**config.mk**
```make
export PLATFORM = sky130hd
export DESIGN_NAME = instr_encoder
export DESIGN_NICKNAME = d
export VERILOG_FILES = /design/src/rtl/riscv_pkg.sv /design/src/rtl/instr_pack.sv /design/src/rtl/instr_encoder.sv
export SDC_FILE = /design/constraint.sdc
export NUM_CORES = 1
export LEC_CHECK = 0
export CAP_MARGIN = 20
export CORE_MARGIN = 4
export CORE_UTILIZATION = 30
export DETAILED_ROUTE_END_ITERATION = 7
export DONT_BUFFER_PORTS = 1
export PLACE_DENSITY_LB_ADDON = 0.15
export SLEW_MARGIN = 20
export SYNTH_ARGS = -nofsm -noshare
export SYNTH_HDL_FRONTEND = slang
export SYNTH_SLANG_ARGS = --single-unit
```
**constraint.sdc**
```tcl
create_clock -name clk -period 2.33 [get_ports clk]
set_input_delay 0.1165 -clock clk [delete_from_list [all_inputs] [get_ports clk]]
set_output_delay 0.1165 -clock clk [all_outputs]
set_load 0.05 [all_outputs]
```
**src/rtl/riscv_pkg.sv**
```systemverilog
// Shared RISC-V encoding definitions: instruction classes, opcodes and immediate limits.
package riscv_pkg;

    typedef enum logic [2:0] {
        CLS_LW    = 3'd0,
        CLS_SW    = 3'd1,
        CLS_RTYPE = 3'd2,
        CLS_BEQ   = 3'd3,
        CLS_IALU  = 3'd4,
        CLS_JAL   = 3'd5
    } instr_class_e;

    localparam logic [6:0] OP_LOAD   = 7'b0000011;
    localparam logic [6:0] OP_STORE  = 7'b0100011;
    localparam logic [6:0] OP_RTYPE  = 7'b0110011;
    localparam logic [6:0] OP_BRANCH = 7'b1100011;
    localparam logic [6:0] OP_IALU   = 7'b0010011;
    localparam logic [6:0] OP_JAL    = 7'b1101111;

    localparam int IMM_I_MIN = -32'sd2048;
    localparam int IMM_I_MAX = 32'sd2047;
    localparam int IMM_B_MIN = -32'sd4096;
    localparam int IMM_B_MAX = 32'sd4094;
    localparam int IMM_J_MIN = -32'sd1048576;
    localparam int IMM_J_MAX = 32'sd1048574;

    function automatic logic imm_ok(input logic signed [20:0] v_imm, input int lo,
                                    input int hi, input logic need_even);
        int v;
        v = int'(v_imm);
        return (v >= lo) && (v <= hi) && !(need_even && v_imm[0]);
    endfunction

endpackage

```
**src/rtl/instr_pack.sv**
```systemverilog
// Combinational field packer: builds the 32-bit word for a bundle and flags bad class/immediate.
module instr_pack
    import riscv_pkg::*;
(
    input  logic [2:0]  in_class,
    input  logic [4:0]  rd,
    input  logic [4:0]  rs1,
    input  logic [4:0]  rs2,
    input  logic [2:0]  funct3,
    input  logic        funct7b5,
    input  logic [20:0] imm,
    output logic [31:0] o_word,
    output logic        o_err
);

    // Per-class field packing and immediate range check
    always_comb begin
        o_word = 32'h0000_0000;
        o_err  = 1'b0;
        case (instr_class_e'(in_class))
            CLS_LW: begin
                o_word = {imm[11:0], rs1, 3'b010, rd, OP_LOAD};
                o_err  = !imm_ok($signed(imm), IMM_I_MIN, IMM_I_MAX, 1'b0);
            end
            CLS_SW: begin
                o_word = {imm[11:5], rs2, rs1, 3'b010, imm[4:0], OP_STORE};
                o_err  = !imm_ok($signed(imm), IMM_I_MIN, IMM_I_MAX, 1'b0);
            end
            CLS_RTYPE: begin
                o_word = {1'b0, funct7b5, 5'b00000, rs2, rs1, funct3, rd, OP_RTYPE};
                o_err  = 1'b0;
            end
            CLS_BEQ: begin
                o_word = {imm[12], imm[10:5], rs2, rs1, 3'b000, imm[4:1], imm[11], OP_BRANCH};
                o_err  = !imm_ok($signed(imm), IMM_B_MIN, IMM_B_MAX, 1'b1);
            end
            CLS_IALU: begin
                o_word = {imm[11:0], rs1, funct3, rd, OP_IALU};
                o_err  = !imm_ok($signed(imm), IMM_I_MIN, IMM_I_MAX, 1'b0);
            end
            CLS_JAL: begin
                o_word = {imm[20], imm[10:1], imm[11], imm[19:12], rd, OP_JAL};
                o_err  = !imm_ok($signed(imm), IMM_J_MIN, IMM_J_MAX, 1'b1);
            end
            default: begin
                o_word = 32'h0000_0000;
                o_err  = 1'b1;
            end
        endcase
    end

endmodule

```
**src/rtl/instr_encoder.sv**
```systemverilog
// Program-load session controller: accepts field bundles, encodes them and writes
// one instruction word per accepted bundle to sequential instruction-memory addresses.
module instr_encoder
    import riscv_pkg::*;
(
    input  logic        clk,
    input  logic        reset_n,
    input  logic        start,
    input  logic [31:0] base_addr,
    input  logic        in_valid,
    output logic        in_ready,
    input  logic        in_last,
    input  logic [2:0]  in_class,
    input  logic [4:0]  rd,
    input  logic [4:0]  rs1,
    input  logic [4:0]  rs2,
    input  logic [2:0]  funct3,
    input  logic        funct7b5,
    input  logic [20:0] imm,
    output logic        mem_we,
    output logic [31:0] mem_addr,
    output logic [31:0] mem_wdata,
    output logic        done,
    output logic        err,
    output logic [15:0] count
);

    localparam logic [1:0] S_IDLE   = 2'd0;
    localparam logic [1:0] S_ACCEPT = 2'd1;
    localparam logic [1:0] S_WRITE  = 2'd2;
    localparam logic [1:0] S_DONE   = 2'd3;

    logic [1:0]  r_state;
    logic [31:0] r_addr;
    logic [15:0] r_count;
    logic        r_err;
    logic        r_last;
    logic        r_in_ready;
    logic        r_done;
    logic        r_mem_we;
    logic [31:0] r_mem_addr;
    logic [31:0] r_mem_wdata;

    logic [1:0]  w_next_state;
    logic [31:0] w_word;
    logic        w_pack_err;
    logic        w_fire;

    instr_pack u_pack (
        .in_class (in_class),
        .rd       (rd),
        .rs1      (rs1),
        .rs2      (rs2),
        .funct3   (funct3),
        .funct7b5 (funct7b5),
        .imm      (imm),
        .o_word   (w_word),
        .o_err    (w_pack_err)
    );

    assign w_fire = in_valid & r_in_ready;

    // Next-state logic; start from any state (re)opens a session
    always_comb begin
        w_next_state = r_state;
        if (start) begin
            w_next_state = S_ACCEPT;
        end else begin
            case (r_state)
                S_IDLE:   w_next_state = S_IDLE;
                S_ACCEPT: w_next_state = w_fire ? S_WRITE : S_ACCEPT;
                S_WRITE:  w_next_state = r_last ? S_DONE : S_ACCEPT;
                S_DONE:   w_next_state = S_DONE;
                default:  w_next_state = S_IDLE;
            endcase
        end
    end

    // State, write-port and session bookkeeping registers
    always_ff @(posedge clk or negedge reset_n) begin
        if (!reset_n) begin
            r_state     <= S_IDLE;
            r_addr      <= 32'h0000_0000;
            r_count     <= 16'h0000;
            r_err       <= 1'b0;
            r_last      <= 1'b0;
            r_in_ready  <= 1'b0;
            r_done      <= 1'b0;
            r_mem_we    <= 1'b0;
            r_mem_addr  <= 32'h0000_0000;
            r_mem_wdata <= 32'h0000_0000;
        end else begin
            r_state    <= w_next_state;
            r_in_ready <= (w_next_state == S_ACCEPT);
            r_done     <= (w_next_state == S_DONE);
            r_mem_we   <= 1'b0;
            if (start) begin
                r_addr  <= base_addr;
                r_count <= 16'h0000;
                r_err   <= 1'b0;
                r_last  <= 1'b0;
            end else if ((r_state == S_ACCEPT) && w_fire) begin
                r_last <= in_last;
                if (w_pack_err) begin
                    r_err <= 1'b1;
                end else begin
                    r_mem_we    <= 1'b1;
                    r_mem_addr  <= r_addr;
                    r_mem_wdata <= w_word;
                end
            end else if ((r_state == S_WRITE) && r_mem_we) begin
                // A rejected word never raised mem_we, so it consumes no address
                r_addr <= r_addr + 32'd4;
                if (r_count != 16'hFFFF) begin
                    r_count <= r_count + 16'd1;
                end
            end
        end
    end

    assign in_ready  = r_in_ready;
    assign done      = r_done;
    assign err       = r_err;
    assign count     = r_count;
    assign mem_we    = r_mem_we;
    assign mem_addr  = r_mem_addr;
    assign mem_wdata = r_mem_wdata;

endmodule

```
==> out/qor.csv <==
metric,value,unit
drive_above_1_share,0.194,
power.density,1170,nW/um^2
crit_path_max_fo,6,
slew_headroom,0.557,
finalCriticalPeriod,1.88,ns
dpl_worst_slack,0.469,ns
dp_cells,805,
yosys_warnings,0,
power.static_leakage,3.44,nW
cts.htree.levels,4,
failed_checks,hold timing,
most-common-layout-cells,"dfrtp_1, dlygate4sd3_1, nand2_1",
timing.setup.critical_path_class,reg -> reg,
layout_commonest_cell,dfrtp_1,
fraction_of_the_mapped_netlist_area_in_compound_gates,0.0812,
timing.critical_path.from_type,flip-flop,
timing.critical_path.to_type,flip-flop,
synth.ff_latch_count,117,
regToRegStartpoint,count[1],
mappedNetlistNets,624,
floorplan_die_area,22100,um^2
post_route_drc,0,
mean_post_synth_cell_area,10.9,um^2
vias_in_the_first_global_route,4699,
globalRouteTotalUtil,0.151,
final.hold.worst_slack,-0.600,ns
worst_setup_path_start,count[1],
clock_tree_from_tritoncts,done,
clock_sink_count,117,
design_power_total,8.92,mW
cell_depth_of_the_worst_flop_to_flop_path,6,
diodes,0,
postSynthCellCount,542,
least_margin_pin_slew,0.664,ns
worst_ep_required_time,2.62,ns
io_buffers,0,
initial_utilization,0.305,
wire_per_inst,17.9,um
grt_start_max_net_pins,118,
synth_top_family_by_area,multiplexers,
timing.critical_path.arrival,2.18,ns
gr-total-overflow,0,
setup_violations,0,
netlist-cell-type-count,45,
fp.dieW,149,um
core_area,19500,um^2
non_filler_cells_in_the_finished_layout,904,
detail_route.vias_per_cell,4.82,
status,"complete, but fails checks",
timing.final.crit_share,0.808,
initial_antenna_violation_count,0,
synth_mux_area_frac,0.166,
main_area_contributors_after_synthesis,"dfrtp_1, mux2_4, nand2_1",
synth.top_cell.area_share,0.493,
dr_total_vias,4361,
drv_slew,0,
nFillCells,1948,
maxCapViolations,0,
cts-hold-fix-buffers,67,
r2r_end,count[12],
worst_setup_hold_path_clk_slew,0.06,ns
synth.cell_area,5930,um^2
detail_route.first_pass.iterations,5,
final_critical_path_setup_slack,0.447,ns
synthSimpleGateAreaFrac,0.153,
drt_iter0_markers,170,
fp.dieH,149,um
cts_made_buffers,17,
type_of_the_tightest_min_delay_check,in -> async,
clk_root_buffer_cell,clkbuf_16,
final_nets,708,
totalNegativeSetupSlack,0,ns
timing_hold_violations_final,117,
vdd.ir_drop.worst,0.539,mV
drtAntennaViolNets,0,
place.detailed.hpwl,11100,um
yosys.area_share.adder,0.00422,
routabilityCongestion,0.763,
rsz0062_at_grt,no,
grt_first_pass_wirelength,26200,um
clock_skew,0.00936,ns
yosys.area_share.xor_xnor,0.0590,
clk_path_buf_depth,2,
yosysSeqAreaShare,0.493,
num_io_pins,164,
area_growth,28.9,%
clkLatencyLatePin,0.42,ns
netlist.top_cell.by_area,dfrtp_1,
wirelength,16200,um
rrSetupSlack,0.45,ns
achievable-frequency,0.531,GHz
std_cell_rows,51,
[routing by layer]
layer	GRT usage	routed length [um]	up-vias
met3	0.0631	1390	20
li1	-	-	2074
met4	0.0550	296	0
met5	0	0	-
met2	0.233	7380	142
met1	0.190	7100	2125
[synthesized netlist by cell type (all sizes together)]
library cell and count:
a211oi 5, a21oi 8, a22o 6, a22oi 7, a31oi 3, and2 6, and3 4, and3b 1
and4 3, buf 10, clkbuf 20, clkinv 1, dfrtp 117, ha 2, inv 23, mux2 55
mux2i 18, nand2 55, nand2b 2, nand3 18, nand3b 1, nand4 20, nand4b 3, nor2 32
nor2b 4, nor3 11, nor3b 1, nor4 8, nor4b 1, o2111ai 2, o211ai 2, o21ai 40
o21ba 1, o22ai 6, or2 2, or3 4, xnor2 17, xor2 23
[critical path: stages (launching register included)]
cell and delay [ns]:
dfrtp_1 0.41, ha_1 0.23, nand2_1 0.13, or3_1 0.49, nor3_1 0.24, mux2i_1 0.21
nor2_1 0.06
[area by class of cell]
cell class / count / area [um^2] / area share
inverter: 24 / 90.1 / 0.0118
tap: 265 / 332 / 0.0434
sequential: 117 / 2930 / 0.383
multi-input combinational: 371 / 2760 / 0.361
timing repair buffer: 95 / 923 / 0.121
clock buffer: 18 / 439 / 0.0574
clock inverter: 14 / 174 / 0.0227
[sequential cells by signal (all words and copies together) (netlist names)]
signal	cells
r_last	1
count	16
r_addr	32
mem_we	1
done	1
mem_wdata	30
r_state	2
err	1
in_ready	1
mem_addr	32
[power breakdown]
| part | internal, mW | total [mW] | switching [mW] | leakage (nW) |
|---|---|---|---|---|
| Sequential | 2.58 | 4.94 | 2.36 | 1.47 |
| Combinational | 0.809 | 1.22 | 0.412 | 1.67 |
| Clock | 1.72 | 2.76 | 1.03 | 0.301 |
| Total | 5.11 | 8.92 | 3.81 | 3.44 |
[logic make-up after synthesis]
group                    after synthesis
AND/OR/NAND/NOR                      176
XOR/XNOR                              40
flip-flops                           117
adder cells (fa/ha/maj)                2
buffers and inverters                 54
AO/OA/AOI/OAI                         80
multiplexers                          73
[stage by stage]
step                      hold WS (ns)  area, um^2  utilization
after floorplan                 -0.179        5930            -
after global routing            -0.627        7650        0.393
after detailed placement        -0.176        6340        0.326
after global placement          -0.176        6340        0.326
after CTS                       -0.627        7650        0.393
final                           -0.600        7650        0.393
[what timing repair did]
| action | 4_1_cts | 5_1_grt |
|---|---|---|
| setup endpoints to repair | 0 | 0 |
| resized for setup | 0 | 0 |
| hold endpoints to repair | 196 | 117 |
| setup buffers | 0 | 0 |
[how the worst max path moves through the flow]
stage | slack [ns] | cells past startpoint | to
6_report | 0.45 | 6 | count[12]
5_1_grt | 0.32 | 6 | r_addr[17]
4_1_cts | 0.45 | 5 | count[9]
3_3_place_gp | 0.51 | 6 | mem_addr[20]
2_1_floorplan | 0.27 | 7 | count[14]
3_5_place_dp | 0.47 | 5 | count[9]
(Power assumes the default switching activity.)
